**src/rtl/stopwatch_pkg.sv**
```systemverilog
// Shared definitions for the stopwatch core.
//   - sw_state_e   : run/stop/clear FSM state
//   - DEF_*        : default moduli and prescaler period (100 MHz -> 100 Hz)
//   - TIME_W       : width of every time output
package stopwatch_pkg;

    localparam int unsigned TIME_W         = 7;

    localparam int unsigned DEF_TICK_COUNT = 1_000_000;
    localparam int unsigned DEF_MSEC_MOD   = 100;
    localparam int unsigned DEF_SEC_MOD    = 60;
    localparam int unsigned DEF_MIN_MOD    = 60;
    localparam int unsigned DEF_HOUR_MOD   = 24;

    typedef enum logic [1:0] {
        ST_STOP  = 2'd0,
        ST_RUN   = 2'd1,
        ST_CLEAR = 2'd2
    } sw_state_e;

endpackage

```
**src/rtl/stopwatch_core_if.sv**
```systemverilog
// Control/time bus between the button front end, the stopwatch core and the
// FND display controller.
//   i_run_stop, i_clear : single-cycle control pulses (into the core)
//   o_msec..o_hour      : binary time counts (out of the core)
//   o_running           : high while running
//   i_lap, o_lap_active : lap freeze, only when STOPWATCH_LAP_EN is defined
// Modports: master = stimulus/consumer side, slave = stopwatch_core.
interface stopwatch_core_if;
    import stopwatch_pkg::*;

    logic              i_run_stop;
    logic              i_clear;
    logic [TIME_W-1:0] o_msec;
    logic [TIME_W-1:0] o_sec;
    logic [TIME_W-1:0] o_min;
    logic [TIME_W-1:0] o_hour;
    logic              o_running;
`ifdef STOPWATCH_LAP_EN
    logic              i_lap;
    logic              o_lap_active;

    modport master (
        output i_run_stop, i_clear, i_lap,
        input  o_msec, o_sec, o_min, o_hour, o_running, o_lap_active
    );
    modport slave (
        input  i_run_stop, i_clear, i_lap,
        output o_msec, o_sec, o_min, o_hour, o_running, o_lap_active
    );
`else
    modport master (
        output i_run_stop, i_clear,
        input  o_msec, o_sec, o_min, o_hour, o_running
    );
    modport slave (
        input  i_run_stop, i_clear,
        output o_msec, o_sec, o_min, o_hour, o_running
    );
`endif

endinterface

```
**src/rtl/time_counter.sv**
```systemverilog
// One stage of the time chain: modulo-MOD binary counter.
//   clk, reset : clock, asynchronous active-high reset
//   i_tick     : advance by one
//   i_clear    : synchronous zero (takes priority)
//   o_count    : registered count, 0..MOD-1
//   o_carry    : combinational, i_tick while at MOD-1 (ticks the next stage)
module time_counter #(
    parameter int unsigned MOD   = 60,
    parameter int unsigned WIDTH = 7
) (
    input  logic             clk,
    input  logic             reset,
    input  logic             i_tick,
    input  logic             i_clear,
    output logic [WIDTH-1:0] o_count,
    output logic             o_carry
);

    localparam logic [WIDTH-1:0] MAX = WIDTH'(MOD - 1);

    logic [WIDTH-1:0] count_q, count_d;
    logic             at_max;

    assign at_max = (count_q == MAX);

    always_comb begin
        count_d = count_q;
        if (i_clear) begin
            count_d = '0;
        end else if (i_tick) begin
            count_d = at_max ? '0 : count_q + WIDTH'(1);
        end
    end

    always_ff @(posedge clk or posedge reset) begin
        if (reset) begin
            count_q <= '0;
        end else begin
            count_q <= count_d;
        end
    end

    assign o_count = count_q;
    assign o_carry = i_tick && at_max;

endmodule

```
**src/rtl/stopwatch_core.sv**
```systemverilog
// Stopwatch time base: prescaler producing a centisecond tick, run/stop/clear
// FSM and a four-stage msec/sec/min/hour counter chain.
//   clk, reset : system clock, asynchronous active-high reset
//   bus        : stopwatch_core_if.slave (control pulses in, time counts out)
// Optional lap freeze is built when STOPWATCH_LAP_EN is defined: a lap pulse
// captures the live count into shadow registers which then drive the outputs
// while counting continues underneath.
module stopwatch_core
    import stopwatch_pkg::*;
#(
    parameter int unsigned TICK_COUNT = DEF_TICK_COUNT,
    parameter int unsigned MSEC_MOD   = DEF_MSEC_MOD,
    parameter int unsigned SEC_MOD    = DEF_SEC_MOD,
    parameter int unsigned MIN_MOD    = DEF_MIN_MOD,
    parameter int unsigned HOUR_MOD   = DEF_HOUR_MOD
) (
    input  logic             clk,
    input  logic             reset,
    stopwatch_core_if.slave  bus
);

    localparam int unsigned PRE_W = (TICK_COUNT > 1) ? $clog2(TICK_COUNT) : 1;
    localparam logic [PRE_W-1:0] PRE_MAX = PRE_W'(TICK_COUNT - 1);

    sw_state_e         state_q, state_d;
    logic [PRE_W-1:0]  pre_q, pre_d;
    logic              running_q, running_d;
    logic              tick;
    logic              clr;

    logic [TIME_W-1:0] msec_cnt, sec_cnt, min_cnt, hour_cnt;
    logic              msec_carry, sec_carry, min_carry;
    logic              hour_carry_unused;

    // Prescaler only advances in RUN, so a stop/resume keeps the partial period.
    always_comb begin
        state_d = state_q;
        pre_d   = pre_q;
        tick    = 1'b0;
        clr     = 1'b0;
        case (state_q)
            ST_STOP: begin
                if (bus.i_clear) begin
                    state_d = ST_CLEAR;
                end else if (bus.i_run_stop) begin
                    state_d = ST_RUN;
                end
            end
            ST_RUN: begin
                if (pre_q == PRE_MAX) begin
                    pre_d = '0;
                    tick  = 1'b1;
                end else begin
                    pre_d = pre_q + PRE_W'(1);
                end
                if (bus.i_run_stop) begin
                    state_d = ST_STOP;
                end
            end
            ST_CLEAR: begin
                pre_d   = '0;
                clr     = 1'b1;
                state_d = ST_STOP;
            end
            default: begin
                state_d = ST_STOP;
            end
        endcase
        // Decoded from the next state so o_running rises with the RUN state.
        running_d = (state_d == ST_RUN);
    end

    always_ff @(posedge clk or posedge reset) begin
        if (reset) begin
            state_q   <= ST_STOP;
            pre_q     <= '0;
            running_q <= 1'b0;
        end else begin
            state_q   <= state_d;
            pre_q     <= pre_d;
            running_q <= running_d;
        end
    end

    time_counter #(.MOD(MSEC_MOD), .WIDTH(TIME_W)) u_msec (
        .clk     (clk),
        .reset   (reset),
        .i_tick  (tick),
        .i_clear (clr),
        .o_count (msec_cnt),
        .o_carry (msec_carry)
    );

    time_counter #(.MOD(SEC_MOD), .WIDTH(TIME_W)) u_sec (
        .clk     (clk),
        .reset   (reset),
        .i_tick  (msec_carry),
        .i_clear (clr),
        .o_count (sec_cnt),
        .o_carry (sec_carry)
    );

    time_counter #(.MOD(MIN_MOD), .WIDTH(TIME_W)) u_min (
        .clk     (clk),
        .reset   (reset),
        .i_tick  (sec_carry),
        .i_clear (clr),
        .o_count (min_cnt),
        .o_carry (min_carry)
    );

    // Hours wrap silently; there is no overflow indication.
    time_counter #(.MOD(HOUR_MOD), .WIDTH(TIME_W)) u_hour (
        .clk     (clk),
        .reset   (reset),
        .i_tick  (min_carry),
        .i_clear (clr),
        .o_count (hour_cnt),
        .o_carry (hour_carry_unused)
    );

    assign bus.o_running = running_q;

`ifdef STOPWATCH_LAP_EN
    logic                   lap_q, lap_d;
    logic [3:0][TIME_W-1:0] shadow_q, shadow_d;

    // Capture uses the count before the lap edge; CLEAR overrides any lap pulse.
    always_comb begin
        lap_d    = lap_q;
        shadow_d = shadow_q;
        if (state_q == ST_CLEAR) begin
            lap_d = 1'b0;
        end else if (bus.i_lap) begin
            lap_d = ~lap_q;
            if (!lap_q) begin
                shadow_d = {hour_cnt, min_cnt, sec_cnt, msec_cnt};
            end
        end
    end

    always_ff @(posedge clk or posedge reset) begin
        if (reset) begin
            lap_q    <= 1'b0;
            shadow_q <= '0;
        end else begin
            lap_q    <= lap_d;
            shadow_q <= shadow_d;
        end
    end

    assign bus.o_msec       = lap_q ? shadow_q[0] : msec_cnt;
    assign bus.o_sec        = lap_q ? shadow_q[1] : sec_cnt;
    assign bus.o_min        = lap_q ? shadow_q[2] : min_cnt;
    assign bus.o_hour       = lap_q ? shadow_q[3] : hour_cnt;
    assign bus.o_lap_active = lap_q;
`else
    assign bus.o_msec = msec_cnt;
    assign bus.o_sec  = sec_cnt;
    assign bus.o_min  = min_cnt;
    assign bus.o_hour = hour_cnt;
`endif

endmodule

```
**src/flat_wrapper.sv**
```systemverilog
// flat-port wrapper written by rule: the top's interface ports become plain ports
module stopwatch_core_flat import stopwatch_pkg::*;
#(
    parameter int unsigned TICK_COUNT = DEF_TICK_COUNT,
    parameter int unsigned MSEC_MOD   = DEF_MSEC_MOD,
    parameter int unsigned SEC_MOD    = DEF_SEC_MOD,
    parameter int unsigned MIN_MOD    = DEF_MIN_MOD,
    parameter int unsigned HOUR_MOD   = DEF_HOUR_MOD
)
  (clk, reset, bus_i_run_stop, bus_i_clear, bus_o_msec, bus_o_sec, bus_o_min, bus_o_hour, bus_o_running);
  stopwatch_core_if bus_i ();
  input  logic clk;
  input  logic reset;
  input wire logic [$bits(bus_i.i_run_stop)-1:0] bus_i_run_stop;
  input wire logic [$bits(bus_i.i_clear)-1:0] bus_i_clear;
  output wire logic [$bits(bus_i.o_msec)-1:0] bus_o_msec;
  output wire logic [$bits(bus_i.o_sec)-1:0] bus_o_sec;
  output wire logic [$bits(bus_i.o_min)-1:0] bus_o_min;
  output wire logic [$bits(bus_i.o_hour)-1:0] bus_o_hour;
  output wire logic [$bits(bus_i.o_running)-1:0] bus_o_running;
  assign bus_i.i_run_stop = bus_i_run_stop;
  assign bus_i.i_clear = bus_i_clear;
  assign bus_o_msec = bus_i.o_msec;
  assign bus_o_sec = bus_i.o_sec;
  assign bus_o_min = bus_i.o_min;
  assign bus_o_hour = bus_i.o_hour;
  assign bus_o_running = bus_i.o_running;
  stopwatch_core #(.TICK_COUNT(TICK_COUNT), .MSEC_MOD(MSEC_MOD), .SEC_MOD(SEC_MOD), .MIN_MOD(MIN_MOD), .HOUR_MOD(HOUR_MOD)) u_core (.clk(clk), .reset(reset), .bus(bus_i));
endmodule
```
**config.mk**
```make
export PLATFORM = sky130hd
export DESIGN_NAME = stopwatch_core_flat
export DESIGN_NICKNAME = d
export VERILOG_FILES = /design/src/rtl/stopwatch_pkg.sv /design/src/rtl/stopwatch_core_if.sv /design/src/rtl/time_counter.sv /design/src/rtl/stopwatch_core.sv /design/src/flat_wrapper.sv
export SDC_FILE = /design/constraint.sdc
export NUM_CORES = 1
export LEC_CHECK = 0
export ABC_AREA = 1
export BUFFER_PORTS_ARGS = -buffer_cell sky130_fd_sc_hd__buf_2
export CAP_MARGIN = 0
export CELL_PAD_IN_SITES_DETAIL_PLACEMENT = 1
export CELL_PAD_IN_SITES_GLOBAL_PLACEMENT = 2
export CORE_ASPECT_RATIO = 0.9
export CORE_UTILIZATION = 34
export DETAILED_ROUTE_END_ITERATION = 7
export GPL_TIMING_DRIVEN = 0
export PLACE_DENSITY_LB_ADDON = 0.1
export SETUP_SLACK_MARGIN = 0.3
export SLEW_MARGIN = 20
export SYNTH_ARGS = -nofsm -noshare
export SYNTH_HDL_FRONTEND = slang
export SYNTH_SLANG_ARGS = --single-unit
```
**constraint.sdc**
```tcl
create_clock -name clk -period 2.1 [get_ports clk]
set_input_delay 0 -clock clk [delete_from_list [all_inputs] [get_ports clk]]
set_output_delay 0 -clock clk [all_outputs]
set_load 0.005 [all_outputs]
```
### Word level (Yosys, flattened, before mapping)

Index checks and enable logic that the tools add are counted.

| cells by class | value |
|---|---|
| add/subtract/negate cells | 5 |
| multipliers | 0 |
| divide/modulo/power cells | 0 |
| $lt $le $gt $ge | 0 |
| equal/unequal tests | 8 |
| shift-type cells | 0 |
| multiplexer cells | 21 |
| bitwise gates (word level) | 0 |
| reductions and logical operators | 9 |

Operators by type and width:

| cell | number |
|---|---|
| two-way mux 7 bit | 12 |
| one-hot mux 20 bit (2 select lines) | 1 |
| adder 7 x 1 -> 7 bit, second input constant | 4 |
| adder 20 x 1 -> 20 bit, second input constant | 1 |
| == test 20 bit, second input constant | 1 |
| two-way mux 20 bit | 1 |
| == test 7 x 6 -> 1 bit, second input constant | 2 |
| nonzero test 2 bit | 5 |
| == test 7 x 5 -> 1 bit, second input constant | 1 |
| == test 7 bit, second input constant | 1 |
| two-way mux 2 bit | 3 |
| == test 2 x 1 -> 1 bit, second input constant | 2 |
| one-hot mux 2 bit (2 select lines) | 1 |
| logical AND 1 bit | 3 |
| two-way mux 1 bit | 3 |
| == test 2 bit, second input constant | 1 |
| zero test 2 bit | 1 |

| storage, ports and cells | value |
|---|---|
| bits in registers | 51 |
| latch bits | 0 |
| memory bits (writable) | 0 |
| bits in read-only memories | 0 |
| input port bits | 4 |
| output and inout port bits | 29 |
| word-level logic and storage cells | 50 |
| memories | 0 |

### Logic depth before layout (Yosys ltp)

| depth | value |
|---|---|
| depth after elaboration | 8 |
| mapped depth | 11 |
| depth with buffers taken out | 11 |

### Hierarchy

A second synthesis with hierarchy kept.

| second synthesis, totals | value |
|---|---|
| cell total of the unflattened synthesis | 475 |
| area, all modules | 3343.2 um2 |

Modules (own cells, without submodules):

| module | times used | cells each | area each (um2) | sequential area each (um2) |
|---|---|---|---|---|
| stopwatch_core | 1 | 211 | 1506.4 | 575.6 |
| time_counter at u_core.u_min ... | 2 | 62 | 452.9 | 175.2 |
| time_counter at u_core.u_msec | 1 | 71 | 474.2 | 175.2 |
| time_counter at u_core.u_hour | 1 | 69 | 456.7 | 175.2 |

### Least setup slack after synthesis

Ideal clock, no wire load.

| timing | value |
|---|---|
| path type | register to register |
| from | register u_core.state_q[0] |
| to | register u_core.pre_q[18] |
| library setup time | 123 ps |
| data arrival time | 1608 ps |
| data required time | 1977 ps |
| slack | 368 ps |
| stages on the path, launching flop included | 11 |
| path buffers | 1 |
| period minus slack after synthesis | 1732 ps |
| cell sequence | dfrtp_1 inv_1 ha_1 buf_4 nand2_1 nor2_1 nand4_1 inv_1 nand3_1 o21ai_0 a21oi_1 |

| between the ends | value |
|---|---|
| longest elaborated chain between the ends | 2 |
| elaborated cells on any way between the ends | 4 |
| classes of those cells | eq/ne (2); mux (1); reduce/logical (1) |

RTL lines:

| what | line | text |
|---|---|---|
| start, declared | stopwatch_core.sv:25 | `sw_state_e state_q, state_d;` |
| start signal, assigned | stopwatch_core.sv:79 | `state_q <= state_d;` |
| == test 2 bit or == test 2 x 1 -> 1 bit (tied branches) | stopwatch_core.sv:41 | `case (state_q)` |
| one-hot mux 20 bit (2 select lines) or nonzero test 2 bit (tied branches) | n/a |  |
| end signal, assigned | stopwatch_core.sv:80 | `pre_q <= pre_d;` |
| end, declared | stopwatch_core.sv:26 | `logic [PRE_W-1:0] pre_q, pre_d;` |

Parallel ways exist; a longest one is shown, timed or not.
A chain may end at the register's enable or synchronous reset.

### Worst setup path after layout

| timing | value |
|---|---|
| from | register u_core.state_q[0] |
| to | register u_core.pre_q[12] |

Same word-level chain as after synthesis.

==> key figures <==
Routing
  – DRT Pass-1 Iters: 4
  – Detailed Route WL: 8833 um
  – Starting DRT DRC Count: 82
  – Via Count: 2896
  – Routed Antenna Nets: 0
  – Mean routed wirelength per cell: 14.75 um
  – DRC: 0
  – Vias per cell: 4.835

Layout
  – Layout Utilization: 0.4553
  – Final instance area: 3938 um^2
  – P&R area growth vs syn: 29.19%
  – Number of diodes: 0
  – Share of post-route cells with drive strength above 1: 0.2750
  – Final Net Count: 491

Power and ir drop
  – Logic gate share of total power: 0.445
  – NetSw: 1.356 mW
  – Switching portion of total power: 0.4124
  – Clk network pwr share: 0.177
  – Tot Pwr: 3.287 mW
  – Leak: 1.934 nW
  – Worst IR Drop VDD: 0.3989 mV
  – Power Dens Cells: 834.8 nW/um^2
  – Internal Power: 1.931 mW
  – Flop pwr share: 0.378

Critical path
  – Reg2Reg Setup Slack: 280 ps
  – R2R Path Start: u_core.state_q[0]
  – Max FO, Critical Path: 4
  – Crit-path max cell delay: 390 ps
  – CP Cell Sequence: inv_2 -> ha_4 -> buf_6 -> nand2_4 -> nor2_4 -> nand4_1 -> inv_2 -> buf_6 -> a21oi_2 -> nor3_1
  – Delay-heaviest family, CP: simple AND/OR/NAND/NOR gates
  – Critical path class: register to register
  – Max stage delay cell, worst path: dfrtp_1
  – Buf/Inv on CP: 4
  – Worst EP required: 2330 ps
  – Reg-to-reg endpoint: u_core.pre_q[12]
  – Crit start category: register
  – Crit path capture type: register
  – Worst R2R Path Depth: 10
  – WP data arrival: 2060 ps

Global routing
  – GRT Residual Overflow: 0
  – Largest net degree at the start of global routing: 52
  – Number of global-route vias before repair: 2818
  – Initial antenna violation count: 0
  – First-pass GRT wire length: 14210 um
  – Overall global routing resource usage: 0.1946

Timing
  – Clock Skew: 9.232 ps
  – Final setup margin: 279.0 ps
  – Setup TNS: 0 ps
  – Slew Limit Headroom: 0.5301
  – Worst-Margin Slew: 704.9 ps
  – Final hold vios: 0
  – Min Tclk post-route: 1821 ps
  – RSZ-0062 raised after global routing: true
  – Fmax: 0.5492 GHz
  – Final Max Tran Viols: 0
  – Fin crit share: 0.8671
  – Final setup fails: 0

Synthesis
  – YS warnings: 0
  – Post-synth EDFFs: 0
  – Dominant cell type by area after synthesis: dfrtp_1
  – Gate Count Post-Synth: 408
  – Mapped cell area: 3048 um^2
  – Net Count, Synth: 420
  – Register area share after synthesis: 0.4187
  – Post-synth cell types: 34
  – #FFs+latches synth: 51
  – Synthesized area per cell: 7.470 um^2
  – Synth area leaders: dfrtp_1 (42%), nand2_1 (12%), nor2_1 (8.4%), nand3_1 (6.1%), inv_1 (5.8%)
  – Ys flop type: dfrtp_1
  – Ys async rst share: 1.000
  – Share of the synthesized area in the top cell type: 0.4187

Floorplan
  – Die W: 101.8 um
  – Effective utilization at floorplan: 0.3524
  – Boundary Pins: 33
  – Core area: 8648 um^2
  – Die height: 91.82 um
  – Row cnt: 32
  – Die ar.: 9347 um^2

Clock network
  – Clock tree buffer depth: 2
  – CTS H-tree lvls: 2
  – CTS tree: done
  – Root Buffer: clkbuf_8
  – Clk sink count: 51
  – Clock latency on the worst-skew pair: 310 ps
  – CTS clock-pin slew for the worst setup and hold paths: 100 ps
  – CTS buffer count: 5

Placed design
  – Port Buf Inserts: 32
  – Post-DP HPWL: 5893 um
  – GP Congestion: 0.7786
  – Setup slack after placement: -100.4 ps
  – Placed inst area: 3359 um^2

Run status
  – Run status: completed

Min path
  – Type of the worst min-delay path: input port to async pin

Job
  – Max Cap Viol: 0
==> Yosys cell counts, types with 2 or more instances <==
cell type / n
o21ai_0: 12
o31ai_1: 2
ha_1: 8
buf_4: 2
nand2_2: 5
nor4_1: 4
nor3b_1: 4
nand4_1: 6
xor2_1: 11
nor2_1: 68
nand3_1: 37
buf_6: 2
xnor2_1: 3
o21ai_2: 5
nor3_1: 18
nand3_2: 2
nand2_4: 2
dfrtp_1: 51
nand2_1: 95
a21oi_1: 11
inv_1: 47
==> placed cells by master (no fill, tap or decap), types with 2 or more instances in the layout <==
| master | instances |
|---|---|
| clkbuf_1 | 2 |
| nor4_4 | 2 |
| dlygate4sd3_1 | 4 |
| nand4_1 | 6 |
| nor3b_1 | 4 |
| xnor2_1 | 3 |
| nand2_1 | 89 |
| nor2_4 | 4 |
| dfrtp_2 | 4 |
| nor3_1 | 17 |
| nor3_4 | 2 |
| o31ai_1 | 2 |
| nand3_4 | 2 |
| inv_1 | 35 |
| ha_2 | 2 |
| buf_2 | 32 |
| o21ai_0 | 10 |
| nor4_1 | 2 |
| ha_4 | 2 |
| o21ai_2 | 6 |
| nand2_2 | 8 |
| nand3_2 | 2 |
| ha_1 | 4 |
| buf_6 | 4 |
| inv_4 | 2 |
| nand2_4 | 3 |
| nor2_2 | 4 |
| inv_2 | 10 |
| clkbuf_8 | 5 |
| dfrtp_1 | 47 |
| a21oi_1 | 10 |
| buf_4 | 27 |
| o21ai_1 | 2 |
| nand2_8 | 2 |
| nand3_1 | 35 |
| xor2_1 | 11 |
| nor2_1 | 62 |
==> worst max-delay path by stage <==
stage,startpoint,to,cells after the start
5_1_grt,u_core.state_q[1],u_core.pre_q[12],10
4_1_cts,u_core.state_q[0],u_core.pre_q[18],10
2_1_floorplan,u_core.state_q[0],u_core.pre_q[18],10
6_report,u_core.state_q[0],u_core.pre_q[12],10
3_3_place_gp,u_core.state_q[0],u_core.pre_q[18],10
3_5_place_dp,u_core.state_q[0],u_core.pre_q[18],10
==> logic make-up (layout without fill, tap and decap cells) <==
family | Yosys count | after routing | synth area share
compound gates | 32 | 32 | 0.06075
xor+xnor | 14 | 14 | 0.04023
fa+ha+maj | 8 | 8 | 0.03284
buf+inv | 55 | 127 | 0.07553
flops | 51 | 51 | 0.4187
simple gates | 248 | 248 | 0.3719
==> through the flow <==
stage	hold WS, ps	cells
floorplan	115.3	408
global placement	254.2	559
detailed placement	175.2	559
CTS	380.6	579
global route	430.7	599
finish	365.6	599
==> state kept, by name, indices dropped and copies added (netlist names) <==
signal / cells
u_core.state_q: 2
u_core.u_hour.o_count: 7
u_core.u_msec.o_count: 7
u_core.bus.o_running: 1
u_core.pre_q: 20
u_core.u_sec.o_count: 7
u_core.u_min.o_count: 7
==> routing by layer <==
metal,part of all wire,track usage
met3,0.020,0.02820
met4,0.0085,0.04348
met5,0,0
met1,0.51,0.2954
met2,0.46,0.2883
==> power by group through the flow <==
stage               logic [mW]  clock network (mW)  registers, mW
floorplan                0.731                   0           1.22
global placement          1.04                   0           1.24
detailed placement        1.06                   0           1.24
CTS                       1.21               0.614           1.22
global route              1.63               0.645           1.27
finish                    1.46               0.582           1.24
==> area by class of cell <==
type,count,area (um^2)
buffer,7,73.82
clock buffer,7,76.32
clock inverter,1,5.005
fill,1094,4711
inverter,48,188.9
multi-input combinational,302,1732
sequential,51,1281
tap,119,148.9
timing repair buffer,64,431.7
==> worst min-delay path, stage by stage <==
cell and delay, ps:
dlygate4sd3_1 540, buf_2 140, inv_4 500
==> what timing repair did <==
item                       CTS  global route
pin swaps                    5            14
hold endpoints to repair    54             0
setup buffers                8            19
setup endpoints to repair   19            42
resized for setup           13            53
hold buffers                 4             0
gates cloned                 0             1
Note: power is estimated with default switching activity, not from simulation.
